<file path="src/rtl/clock_stepper.sv">
// Run/step clock-enable generator: one-cycle clk_en strobes from a RUN divider or a debounced STEP button.
// Define AUTO_REPEAT_EN to auto-repeat step strobes while the step button is held.
//
// state    | meaning
// S_STEP   | one strobe per debounced step press; divider held at 0
// S_RUN    | strobe every RUN_DIV cycles from the free-running divider
// S_HALTED | CPU reported halt; strobes suppressed until reset
module clock_stepper #(
    parameter int unsigned DEBOUNCE_CYCLES = 200000,
    parameter int unsigned RUN_DIV         = 1200000,
    parameter int unsigned REPEAT_DELAY    = 10000000,
    parameter int unsigned REPEAT_PERIOD   = 2000000
) (
    input  logic clk,
    input  logic reset,
    input  logic step_btn,
    input  logic mode_btn,
    input  logic halt_i,
    output logic clk_en,
    output logic run_mode_o,
    output logic halted_o,
    output logic heartbeat_o
);

    localparam int unsigned DB_W  = $clog2(DEBOUNCE_CYCLES + 1);
    localparam int unsigned DIV_W = $clog2(RUN_DIV);
    localparam logic [DB_W-1:0]  DB_LAST  = DB_W'(DEBOUNCE_CYCLES - 1);
    localparam logic [DIV_W-1:0] DIV_LAST = DIV_W'(RUN_DIV - 1);

    if (DEBOUNCE_CYCLES < 1 || RUN_DIV < 2 || REPEAT_DELAY < 1 || REPEAT_PERIOD < 1) begin : g_param_check
        $error("clock_stepper: parameter out of range");
    end

    typedef enum logic [1:0] {
        S_STEP   = 2'd0,
        S_RUN    = 2'd1,
        S_HALTED = 2'd2
    } state_t;

    // bit 0 = step button, bit 1 = mode button
    logic [1:0]      sync_a, sync_b, lvl, lvl_q, rise;
    logic [DB_W-1:0] db_cnt [2];
    logic            step_rise, mode_rise;

    state_t           state, state_nxt;
    logic [DIV_W-1:0] div_cnt, div_nxt;
    logic             strobe_q, strobe_nxt;

    always_ff @(posedge clk or posedge reset) begin
        if (reset) begin
            sync_a    <= '0;
            sync_b    <= '0;
            lvl       <= '0;
            lvl_q     <= '0;
            db_cnt[0] <= '0;
            db_cnt[1] <= '0;
        end else begin
            sync_a <= {mode_btn, step_btn};
            sync_b <= sync_a;
            lvl_q  <= lvl;
            for (int i = 0; i < 2; i++) begin
                if (sync_b[i] == lvl[i]) begin
                    db_cnt[i] <= '0;
                end else if (db_cnt[i] == DB_LAST) begin
                    lvl[i]    <= ~lvl[i];
                    db_cnt[i] <= '0;
                end else begin
                    db_cnt[i] <= db_cnt[i] + DB_W'(1);
                end
            end
        end
    end

    assign rise      = lvl & ~lvl_q;
    assign step_rise = rise[0];
    assign mode_rise = rise[1];

`ifdef AUTO_REPEAT_EN
    localparam int unsigned REP_MAX = (REPEAT_DELAY > REPEAT_PERIOD) ? REPEAT_DELAY : REPEAT_PERIOD;
    localparam int unsigned REP_W   = $clog2(REP_MAX + 1);

    logic [REP_W-1:0] rep_cnt, rep_cnt_nxt, rep_target;
    logic             rep_act, rep_act_nxt, rep_first, rep_first_nxt;

    // First repeat waits the long delay, later ones use the shorter period
    assign rep_target = rep_first ? REP_W'(REPEAT_DELAY - 1) : REP_W'(REPEAT_PERIOD - 1);

    always_ff @(posedge clk or posedge reset) begin
        if (reset) begin
            rep_cnt   <= '0;
            rep_act   <= 1'b0;
            rep_first <= 1'b0;
        end else begin
            rep_cnt   <= rep_cnt_nxt;
            rep_act   <= rep_act_nxt;
            rep_first <= rep_first_nxt;
        end
    end
`endif

    always_comb begin
        state_nxt  = state;
        div_nxt    = '0;
        strobe_nxt = 1'b0;
`ifdef AUTO_REPEAT_EN
        rep_cnt_nxt   = '0;
        rep_act_nxt   = 1'b0;
        rep_first_nxt = 1'b0;
`endif
        if (halt_i) begin
            state_nxt = S_HALTED;
        end else begin
            case (state)
                S_STEP: begin
                    strobe_nxt = step_rise;
`ifdef AUTO_REPEAT_EN
                    if (step_rise) begin
                        rep_act_nxt   = 1'b1;
                        rep_first_nxt = 1'b1;
                    end else if (rep_act && lvl[0]) begin
                        rep_act_nxt   = 1'b1;
                        rep_first_nxt = rep_first;
                        if (rep_cnt == rep_target) begin
                            strobe_nxt    = 1'b1;
                            rep_first_nxt = 1'b0;
                        end else begin
                            rep_cnt_nxt = rep_cnt + REP_W'(1);
                        end
                    end
`endif
                    if (mode_rise) begin
                        state_nxt = S_RUN;
`ifdef AUTO_REPEAT_EN
                        rep_act_nxt = 1'b0;
                        rep_cnt_nxt = '0;
`endif
                    end
                end
                S_RUN: begin
                    // a strobe due on the exit cycle is still issued
                    if (div_cnt == DIV_LAST) begin
                        strobe_nxt = 1'b1;
                    end else begin
                        div_nxt = div_cnt + DIV_W'(1);
                    end
                    if (mode_rise) begin
                        state_nxt = S_STEP;
                        div_nxt   = '0;
                    end
                end
                S_HALTED: begin
                    state_nxt = S_HALTED;
                end
                default: begin
                    state_nxt = S_STEP;
                end
            endcase
        end
    end

    always_ff @(posedge clk or posedge reset) begin
        if (reset) begin
            state       <= S_STEP;
            div_cnt     <= '0;
            strobe_q    <= 1'b0;
            heartbeat_o <= 1'b0;
        end else begin
            state       <= state_nxt;
            div_cnt     <= div_nxt;
            strobe_q    <= strobe_nxt;
            heartbeat_o <= heartbeat_o ^ clk_en;
        end
    end

    // halt masks the registered strobe in the very cycle it is raised
    assign clk_en     = strobe_q & ~halt_i;
    assign run_mode_o = (state == S_RUN);
    assign halted_o   = (state == S_HALTED);

endmodule

</file>
<file path="config.mk">
export PLATFORM = sky130hd
export DESIGN_NAME = clock_stepper
export DESIGN_NICKNAME = d
export VERILOG_FILES = /design/src/rtl/clock_stepper.sv
export SDC_FILE = /design/constraint.sdc
export NUM_CORES = 1
export LEC_CHECK = 0
export ABC_AREA = 1
export CORE_ASPECT_RATIO = 1.4
export CORE_UTILIZATION = 60
export CTS_CLUSTER_DIAMETER = 30
export CTS_CLUSTER_SIZE = 28
export DETAILED_ROUTE_END_ITERATION = 8
export GPL_TIMING_DRIVEN = 0
export PLACE_DENSITY = 0.78
export SYNTH_ARGS = -nofsm -noshare
export SYNTH_HDL_FRONTEND = slang
export SYNTH_SLANG_ARGS = --single-unit
</file>
<file path="constraint.sdc">
create_clock -name clk -period 3 [get_ports clk]
set_clock_uncertainty 0.05 [all_clocks]
set_input_delay 0.6 -clock clk [delete_from_list [all_inputs] [get_ports clk]]
set_output_delay 0.6 -clock clk [all_outputs]
set_load 0.1 [all_outputs]
</file>
-- Word-level counts from Yosys, hierarchy flattened
Index checks and enable logic that the tools add are counted.
- bits in registers: 69
- logic and storage cells: 51
- add/subtract/negate cells: 3
- eq/ne operators: 9
- mux-type cells: 15
- bitwise operators: 9
- reduce and logical (&&, ||, !) cells: 4
- operator list (cell ; count):
    2-to-1 mux 21 bit ; 4
    2-to-1 mux 18 bit ; 4
    adder 18 x 1 -> 18 bit (second input constant) ; 2
    equality test 18 bit (second input constant) ; 2
    adder 21 x 1 -> 21 bit (second input constant) ; 1
    equality test 21 bit (second input constant) ; 1
    2-to-1 mux 2 bit ; 3
    one-hot mux 2 bit (3 select lines) ; 1
    AND reduction 2 bit ; 3
    NOT 1 bit ; 5
    inequality test 3 x 2 -> 1 bit (second input constant) ; 1
    inequality test 3 bit (second input constant) ; 1
    bitwise AND 2 bit ; 1
    equality test 1 bit ; 2
    equality test 2 x 1 -> 1 bit (second input constant) ; 1
    equality test 2 bit (second input constant) ; 1
    logical NOT 2 bit ; 1
    2-to-1 mux 1 bit ; 2
    NOT 2 bit ; 1
    one-hot mux 1 bit (2 select lines) ; 1
    bitwise AND 1 bit ; 1
    XOR 1 bit ; 1

-- Longest topological paths before layout
Gate-level depths: netlist of the first run.
- word-level depth: 5
- mapped depth: 10
- depth with buffers taken out: 10

-- Worst setup path after synthesis of the first run
No wires, ideal clock.
- path kind: reg2out
- from: register state[0]
- to: output port halted_o
- arrival time: 1.653 ns
- required time: 2.350 ns
- setup slack: 0.697 ns
- stages on the path, launching flop included: 2
- path buffers: 0
- cells stage by stage: dfrtp_1 -> nor2_1
- word-level cells in the longest chain between the ends: 1
- ends and longest elaborated chain (item ; RTL line ; RTL):
    start: declaration ; 45 ; state_t state, state_nxt;
    start signal: assignment ; 168 ; state <= state_nxt;
    equality test 2 bit ; 178 ; assign halted_o = (state == S_HALTED);
    end: declaration ; 21 ; output logic halted_o,
Every way passes these cells.

-- Worst setup path after layout of the first run
- from: input port halt_i
- to: output port clk_en
- word-level cells in the longest chain between the ends: 2
- ends and longest elaborated chain (item ; RTL line ; RTL):
    start: declaration ; 18 ; input logic halt_i,
    NOT 1 bit ; 176 ; assign clk_en = strobe_q & ~halt_i;
    bitwise AND 1 bit ; 176 ;
    end: declaration ; 19 ; output logic clk_en,
Every way passes these cells.

==> results.yml, run 1 <==
run_status:
  status: "completed"
drt:
  drt_pre_antenna_iters: 4
  dr.first_iter.drc_count: 164
  wl_mm: 6.707
  final_antenna_net_count: 0
  viasPerCell: 5.333
  vias: 2880
  drc_errors: 0
  routedWlPerCell_um: 12.42
cts:
  cts_setup_buffers: 0
  cts.sinks: 69
  clk_path_buf_depth: 2
  cts_made_buffers: 9
  htree_levels: 3
  clk_pin_slew_ns: 0.07
  root_buffer: "clkbuf_8"
  clk_latency_ns: 0.34
  tritoncts: "done"
yosys:
  yosysUniqueCellTypes: 32
  synth.area.top_cells: "dfrtp_1, nor2_1, nand2_1"
  synth.avg_cell_area_um2: 7.979
  ys_async_sr_fraction_pct: 100.0
  synth_ff_type: "dfrtp_1"
  syn_nets: 456
  yosysMostFrequentCell: "nor2_1"
  netlist_top_cells_count: "nor2_1, nand2_1, dfrtp_1"
  yosysTopAreaCellShare_pct: 48.30
  syn_inst: 448
  synth-seq-cells: 69
  yosys_warnings: 0
  synth_edf_count: 0
  syn_area_um2: 3575
  yosysTopAreaCell: "dfrtp_1"
  yosysSeqAreaShare_pct: 48.30
floorplan:
  die_w_um: 67.24
  ios: 9
  core_area_um2: 5605
  rows: 32
  die_h_um: 93.33
  start_util_pct: 63.77
  die-area_um2: 6275
hold_path:
  hold_depth: 0
  min_path_type: "reg2reg"
  hold_end: "sync_b[0]"
  hp-start: "sync_a[0]"
setup_path:
  worst-path-max-fanout: 3
  start_kind: "primary input"
  reg2regPathDepth: 5
  r2r_start: "db_cnt[0]"
  crit_type: "in2out"
  crit_path_frequent_cell: "inv_1"
  r2r-end: "db_cnt[8]"
  critPathSlowestCell: "dlygate4sd2_1"
  arrival_ns: 2.16
  r2r_slack_ns: 1.43
  cp.required_ns: 2.35
  crit_chain: "clkdlybuf4s50_1 -> inv_1 -> nand2_1 -> inv_1 -> dlygate4sd2_1"
  critPathCaptureType: "primary output"
  max_stage_delay_ns: 0.84
sta:
  hold_ws_ns: 0.3004
  fmax_mhz: 355.4
  finalSetupTns_ns: 0
  slew_violations: 0
  relSlewSlack_pct: 35.95
  rsz0062_at_grt: "no"
  finalHoldViolations: 0
  setup_violations: 0
  setup_ws_ns: 0.1865
  period_minus_slack_ns: 2.814
  period_share_pct: 93.78
  tightest_slew_ns: 0.9577
cells_and_area:
  nets: 475
  post-route-util_pct: 70.76
  diodes: 0
  area_growth_pct: 10.96
  drive_gt1_share_pct: 10.81
  stdcell_area_um2: 3966
  fin_cells: 540
global_routing:
  grt_max_degree: 70
  grt_pass1_wl_mm: 11.75
  grt_remaining_overflow: 0
  grt.total_usage_pct: 24.72
  grt_pass1_vias: 2895
  antenna_found_initial: 0
placed_design:
  place_ws_ns: -0.08499
  gp_congestion: 0.8646
  io_buffers: 8
  hpwl_mm: 4.727
  place_inst: 524
  placed_cell_area_um2: 3742
power:
  totalPowerFinal_mw: 1.842
  ir_drop_uv: 293.9
  cellLeakagePower_nw: 1.749
  pwr_density_cell_nw_per_um2: 464.5
job:
  maxCapViolations: 0
==> layer usage <==
layer | routed length, um | global-route usage (%) | vias up | share of wire [%]
met3 | 209 | 5.488 | 21 | 3.1
li1 | - | - | 1435 | -
met4 | 180 | 12.06 | 0 | 2.7
met2 | 3494 | 43.33 | 62 | 52
met1 | 2823 | 27.27 | 1362 | 42
met5 | 0 | 0 | - | 0
==> kinds of logic (layout without fill, tap and decap cells) <==
family	Yosys count	after routing	share of synthesized area [%]
AOI/OAI and AO/OA	19	19	3.150
xor gates and xnor gates	23	23	5.846
adders and majority gates	3	3	1.050
buffers and inverters	62	86	6.720
DFF	69	69	48.30
and+or+nand+nor	272	272	34.93
==> worst max-delay path by stage <==
stage                      start    endpoint  slack, ns  cells after the start
after floorplan            reset   db_cnt[0]       0.61                      1
after global placement     reset  db_cnt[28]      -0.51                      2
after detailed placement  halt_i      clk_en      -0.08                      5
after CTS                 halt_i      clk_en       0.19                      5
after global routing      halt_i      clk_en       0.13                      5
final                     halt_i      clk_en       0.19                      5
==> state kept, by name, indices dropped and copies added (netlist names) <==
| register | flops |
|---|---|
| db_cnt | 36 |
| div_cnt | 21 |
| heartbeat_o | 1 |
| lvl | 2 |
| lvl_q | 2 |
| state | 2 |
| strobe_q | 1 |
| sync_a | 2 |
| sync_b | 2 |
==> where the power goes <==
| part | internal (mW) | switching [mW] | total (mW) |
|---|---|---|---|
| sequential | 0.939 | 0.00627 | 0.946 |
| combinational | 0.0140 | 0.0397 | 0.0537 |
| clock | 0.492 | 0.350 | 0.843 |
==> layout make-up <==
| type | count | area [um^2] |
|---|---|---|
| multi-input cells | 317 | 1608 |
| repair buffers | 8 | 78.83 |
| plain buffers | 1 | 11.26 |
| well taps | 68 | 85.08 |
| inverters | 61 | 231.5 |
| fillers | 452 | 1639 |
| clock buffers | 11 | 141.4 |
| clock inverters | 5 | 83.83 |
| flip-flops and latches | 69 | 1727 |
==> critical path: cells and delay by family <==
kind | cells | cell delay (ns)
buf+inv | 4 | 1.47
simple gates | 1 | 0.09
==> cells in the final DEF (no fill, tap or decap), drive strengths merged, types with 2 or more instances in the layout <==
cell and instances:
nand3 28, inv 61, xor2 20, xnor2 3
nor3 18, clkdlybuf4s50 7, or2 2, nand2 96
clkinvlp 2, ha 3, clkbuf 11, dfrtp 69
nor2 114, bufinv 2, a21oi 9, o21bai 2
o21ai 4, nand4 12, a31oi 2
==> timing repair <==
item | 4_1_cts | 5_1_grt
endpoints found under the setup margin | 1 | 0
resized for setup | 1 | 0
hold buffers | 0 | 0
Power figures use the tool's default switching activity.
==> inputs of run 2 (changes only) <==
- CELL_PAD_IN_SITES_DETAIL_PLACEMENT: default -> 1
- CELL_PAD_IN_SITES_GLOBAL_PLACEMENT: default -> 1
- CORE_UTILIZATION: 60 -> 46
- GPL_TIMING_DRIVEN: 0 -> default
- PLACE_DENSITY: 0.78 -> default
- PLACE_DENSITY_LB_ADDON: default -> 0.1
==> run 2 against run 1 <==
  * Core utilization shrank 17 points
  * Worst setup slack gained 0.63 ns
  * Global-route usage fell by 2.8 points
  * Routed wire length is 19% higher
  * Critical endpoint unchanged
==> results.yml, run 2 (synthesis gave the netlist of run 1 again) <==
setup_path:
  max_stage_delay_ns: 0.52
  crit_chain: "clkdlybuf4s50_1 -> inv_1 -> nand2_1 -> inv_1 -> buf_12"
  crit_type: "in2out"
  worst-path-max-fanout: 3
  critPathCaptureType: "primary output"
  crit_buf_inv: 4
  crit_path_frequent_cell: "inv_1"
  cp.required_ns: 2.35
  r2r_slack_ns: 1.36
  critPathSlowestCell: "clkdlybuf4s50_1"
  start_kind: "primary input"
  crit_family: "buffers and inverters"
  r2r_start: "div_cnt[0]"
  arrival_ns: 1.54
  reg2regPathDepth: 10
  r2r-end: "div_cnt[15]"
hold_path:
  min_path_type: "reg2reg"
  hp-start: "sync_a[1]"
  hold_end: "sync_b[1]"
  hold_depth: 0
cts:
  htree_levels: 3
  cts.sinks: 69
  clk_pin_slew_ns: 0.07
  clk_latency_ns: 0.36
  cts.repair.resized: 0
  postCtsHoldBufs: 0
  cts_made_buffers: 9
  root_buffer: "clkbuf_8"
  tritoncts: "done"
  clk_path_buf_depth: 2
  cts_setup_buffers: 0
global_routing:
  grt_pass1_vias: 2970
  antenna_found_initial: 0
  grt_max_degree: 70
  grt.total_usage_pct: 21.94
  grt_remaining_overflow: 0
  grt_pass1_wl_mm: 13.76
job:
  maxCapViolations: 0
cells_and_area:
  nets: 475
  reg_top3: "db_cnt: 36 flops, div_cnt: 21 flops"
  diodes: 0
  regMostFlops: "db_cnt"
  post-route-util_pct: 53.63
  final_common_cell: "nor2_1"
  area_growth_pct: 11.83
  seq_area_um2: 1727
  final_cell_mix: "nor2_1, nand2_1, dfrtp_1"
  multi_input_area_um2: 1608
  drive_gt1_share_pct: 11.86
  largest_register_ffs: 36
  fill_cells: 934
sta:
  slew_violations: 0
  fmax_mhz: 457.2
  relSlewSlack_pct: 71.64
  setup_violations: 0
  tightest_slew_ns: 0.4222
  period_minus_slack_ns: 2.187
  finalSetupTns_ns: 0
  period_share_pct: 72.91
  finalHoldViolations: 0
  rsz0062_at_grt: "no"
drt:
  drt_pre_antenna_iters: 4
  dr.first_iter.drc_count: 110
  vias: 2882
  viasPerCell: 5.065
  drc_errors: 0
  routedWlPerCell_um: 14.01
  wl_mm: 7.972
  final_antenna_net_count: 0
power:
  cellLeakagePower_nw: 1.752
  ir_drop_uv: 284.5
  pwr_density_cell_nw_per_um2: 451.7
floorplan:
  ios: 9
  core_area_um2: 7453
  die_h_um: 106.3
  start_util_pct: 47.96
  die-area_um2: 8133
  rows: 37
  die_w_um: 76.51
placed_design:
  hpwl_mm: 5.797
  gp_congestion: 0.8076
  io_buffers: 8
run_status:
  status: "completed"
## run 2: stage by stage
step	hold slack (ns)	instances	power, mW	setup slack, ns	area (um^2)
2_1_floorplan	0.2812	448	1.001	0.6101	3575
3_3_place_gp	0.2846	553	1.023	0.8285	3787
3_5_place_dp	0.2926	553	1.025	0.8134	3787
4_1_cts	0.3092	569	1.830	0.8082	3998
5_1_grt	0.3117	569	1.877	0.7495	3998
6_report	0.3061	569	1.806	0.8126	3998
## run 2: worst max path at each step
stage / from / end / slack, ns / cells past startpoint
6_report: halt_i / clk_en / 0.81 / 5
5_1_grt: halt_i / clk_en / 0.75 / 5
4_1_cts: halt_i / clk_en / 0.81 / 5
3_5_place_dp: halt_i / clk_en / 0.81 / 5
3_3_place_gp: halt_i / clk_en / 0.83 / 5
2_1_floorplan: reset / db_cnt[0] / 0.61 / 1
## run 2: power by group
| part | total, mW | switching, mW | leakage, nW | internal [mW] |
|---|---|---|---|---|
| clock network | 0.801 | 0.372 | 0.102 | 0.429 |
| logic | 0.0586 | 0.0420 | 0.706 | 0.0166 |
| registers | 0.946 | 0.00655 | 0.944 | 0.939 |
| total | 1.81 | 0.421 | 1.75 | 1.38 |
## run 2: layout make-up
cell class | count | share of cell area [%]
Multi-Input combinational cell | 317 | 40.22
Inverter | 61 | 5.728
Tap cell | 97 | 3.036
Timing Repair Buffer | 9 | 2.567
Sequential cell | 69 | 43.19
Clock inverter | 5 | 1.471
Clock buffer | 11 | 3.787
## run 2: worst register-to-register path: cells and delay by family (launching register included)
kind	cells	cell delay (ns)
and+or+nand+nor	7	0.69
DFF	1	0.40
buffers and inverters	2	0.21
adders and majority gates	1	0.19
## run 2: layer usage
metal | vias up | routed length [um] | GRT usage, %
li1 | 1427 | - | -
met1 | 1424 | 3584 | 25.53
met2 | 20 | 4114 | 38.67
met3 | 11 | 138 | 5.236
met4 | 0 | 134 | 8.654
met5 | - | 0 | 0
==> inputs of run 3 (changes only) <==
- clock period: 3 -> 2.1 ns (I/O delays scaled with it)
==> run 3 against run 2 <==
  * Cell area is 0.19% lower
  * Sequential cell count stayed put
  * Largest cell class unchanged
  * Worst hold slack worse by 0.0015 ns
  * Sequential share of layout area is 0.081 points higher
  * Via count is 0.52% higher
  * Power is 34% higher
  * Register-to-register slack worse by 0.90 ns
  * Final cell count stayed put
  * Critical path depth stayed put
  * First-iteration DRC count is 14% higher
  * Critical endpoint unchanged
==> results.yml, run 3 (synthesis gave the netlist of run 1 again) <==
run_status:
  status: "completed"
placed_design:
  gp_congestion: 0.8156
  hpwl_mm: 5.985
  io_buffers: 8
  place_ws_ns: 0.2203
cells_and_area:
  diodes: 0
  regMostFlops: "db_cnt"
  final_cell_mix: "nor2_1, nand2_1, dfrtp_1"
  area_growth_pct: 11.62
  final_common_cell: "nor2_1"
  seq_area_um2: 1727
  largest_register_ffs: 36
  drive_gt1_share_pct: 11.23
  nets: 475
  fill_cells: 934
  reg_top3: "db_cnt: 36 flops, div_cnt: 21 flops"
  multi_input_area_um2: 1610
floorplan:
  die_h_um: 106.3
  die_w_um: 76.51
  rows: 37
  core_area_um2: 7453
  die-area_um2: 8133
  ios: 9
  start_util_pct: 47.96
setup_path:
  reg2regPathDepth: 10
  r2r_slack_ns: 0.46
  endpoint: "clk_en"
  critPathCaptureType: "primary output"
  max_stage_delay_ns: 0.52
  startpoint: "halt_i"
  crit_buf_inv: 4
  worst-path-max-fanout: 3
  cp.required_ns: 1.63
  cp_num_cells: 5
  critPathSlowestCell: "clkdlybuf4s50_1"
  start_kind: "primary input"
  arrival_ns: 1.40
  crit_type: "in2out"
  r2r_start: "div_cnt[0]"
  r2r-end: "div_cnt[14]"
  crit_family: "buffers and inverters"
  crit_chain: "clkdlybuf4s50_1 -> inv_1 -> nand2_1 -> inv_1 -> buf_12"
  crit_path_frequent_cell: "inv_1"
sta:
  tightest_slew_ns: 0.3843
  setup_violations: 0
  rsz0062_at_grt: "no"
  setup_ws_ns: 0.2282
  fmax_mhz: 534.2
  finalHoldViolations: 0
  finalSetupTns_ns: 0
  slew_violations: 0
  hold_ws_ns: 0.3046
  period_share_pct: 89.14
  relSlewSlack_pct: 74.18
  period_minus_slack_ns: 1.872
global_routing:
  grt_pass1_wl_mm: 14.50
  grt.total_usage_pct: 23.14
  grt_remaining_overflow: 0
  grt_max_degree: 59
  antenna_found_initial: 0
  grt_pass1_vias: 3224
job:
  maxCapViolations: 0
cts:
  root_buffer: "clkbuf_8"
  tritoncts: "done"
  cts.sinks: 69
  cts_setup_buffers: 0
  clk_latency_ns: 0.36
  clk_path_buf_depth: 2
  htree_levels: 3
  clk_pin_slew_ns: 0.07
  postCtsHoldBufs: 0
  cts.repair.resized: 0
  cts_made_buffers: 9
drt:
  drc_errors: 0
  final_antenna_net_count: 0
  vias: 2897
  viasPerCell: 5.091
  routedWlPerCell_um: 14.21
  wl_mm: 8.086
  drt_pre_antenna_iters: 4
  dr.first_iter.drc_count: 125
hold_path:
  min_path_type: "reg2reg"
  hp-start: "sync_a[0]"
power:
  totalPowerFinal_mw: 2.417
  ir_drop_uv: 407.6
  pwr_density_cell_nw_per_um2: 605.8
  cellLeakagePower_nw: 1.744
-- run 3: worst reg2reg max path, cell delays in order, from the launching register on --
cell	delay, ns
dfrtp_1	0.39
ha_1	0.20
nand2_1	0.12
inv_2	0.10
nand2_2	0.07
nor2_4	0.10
nand3_2	0.10
nand2_4	0.19
inv_2	0.10
nand2_1	0.07
nor2_1	0.04
-- run 3: worst min path at each step --
| stage | to | slack (ns) | cells after the start |
|---|---|---|---|
| 3_3_place_gp | sync_b[1] | 0.28 | 0 |
| 6_report | sync_b[0] | 0.30 | 0 |
| 3_5_place_dp | sync_b[0] | 0.29 | 0 |
| 2_1_floorplan | sync_b[0] | 0.28 | 0 |
| 4_1_cts | sync_b[0] | 0.30 | 0 |
| 5_1_grt | sync_b[0] | 0.31 | 0 |
-- run 3: stage by stage --
| step | instances | utilization, % | instance area [um^2] |
|---|---|---|---|
| 2_1_floorplan | 448 | - | 3581 |
| 3_3_place_gp | 553 | 51.23 | 3819 |
| 3_5_place_dp | 553 | 51.23 | 3819 |
| 4_1_cts | 569 | 53.53 | 3990 |
| 5_1_grt | 569 | 53.53 | 3990 |
| 6_report | 569 | 53.53 | 3990 |
-- run 3: layout make-up --
type / count / share of cell area, %
Clock inverter: 1 / 0.1254
Tap cell: 97 / 3.042
Sequential cell: 69 / 43.27
Inverter: 61 / 5.833
Multi-Input combinational cell: 317 / 40.36
Clock buffer: 15 / 4.171
Timing Repair Buffer: 9 / 3.198
-- run 3: report_power, final --
group | internal, mW | switching (mW) | leakage, nW | total (mW)
Sequential | 1.34 | 0.00968 | 0.944 | 1.35
Clock | 0.494 | 0.487 | 0.0877 | 0.981
Combinational | 0.0237 | 0.0603 | 0.712 | 0.0840
Total | 1.86 | 0.557 | 1.74 | 2.42
-- run 3: metal layers --
metal  wire, um  global-route usage, %  up-vias
li1           -                      -     1434
met5          0                      0        -
met2       4398                  42.99       25
met3        145                  4.464       14
met4        182                  11.40        0
met1       3360                  24.80     1424
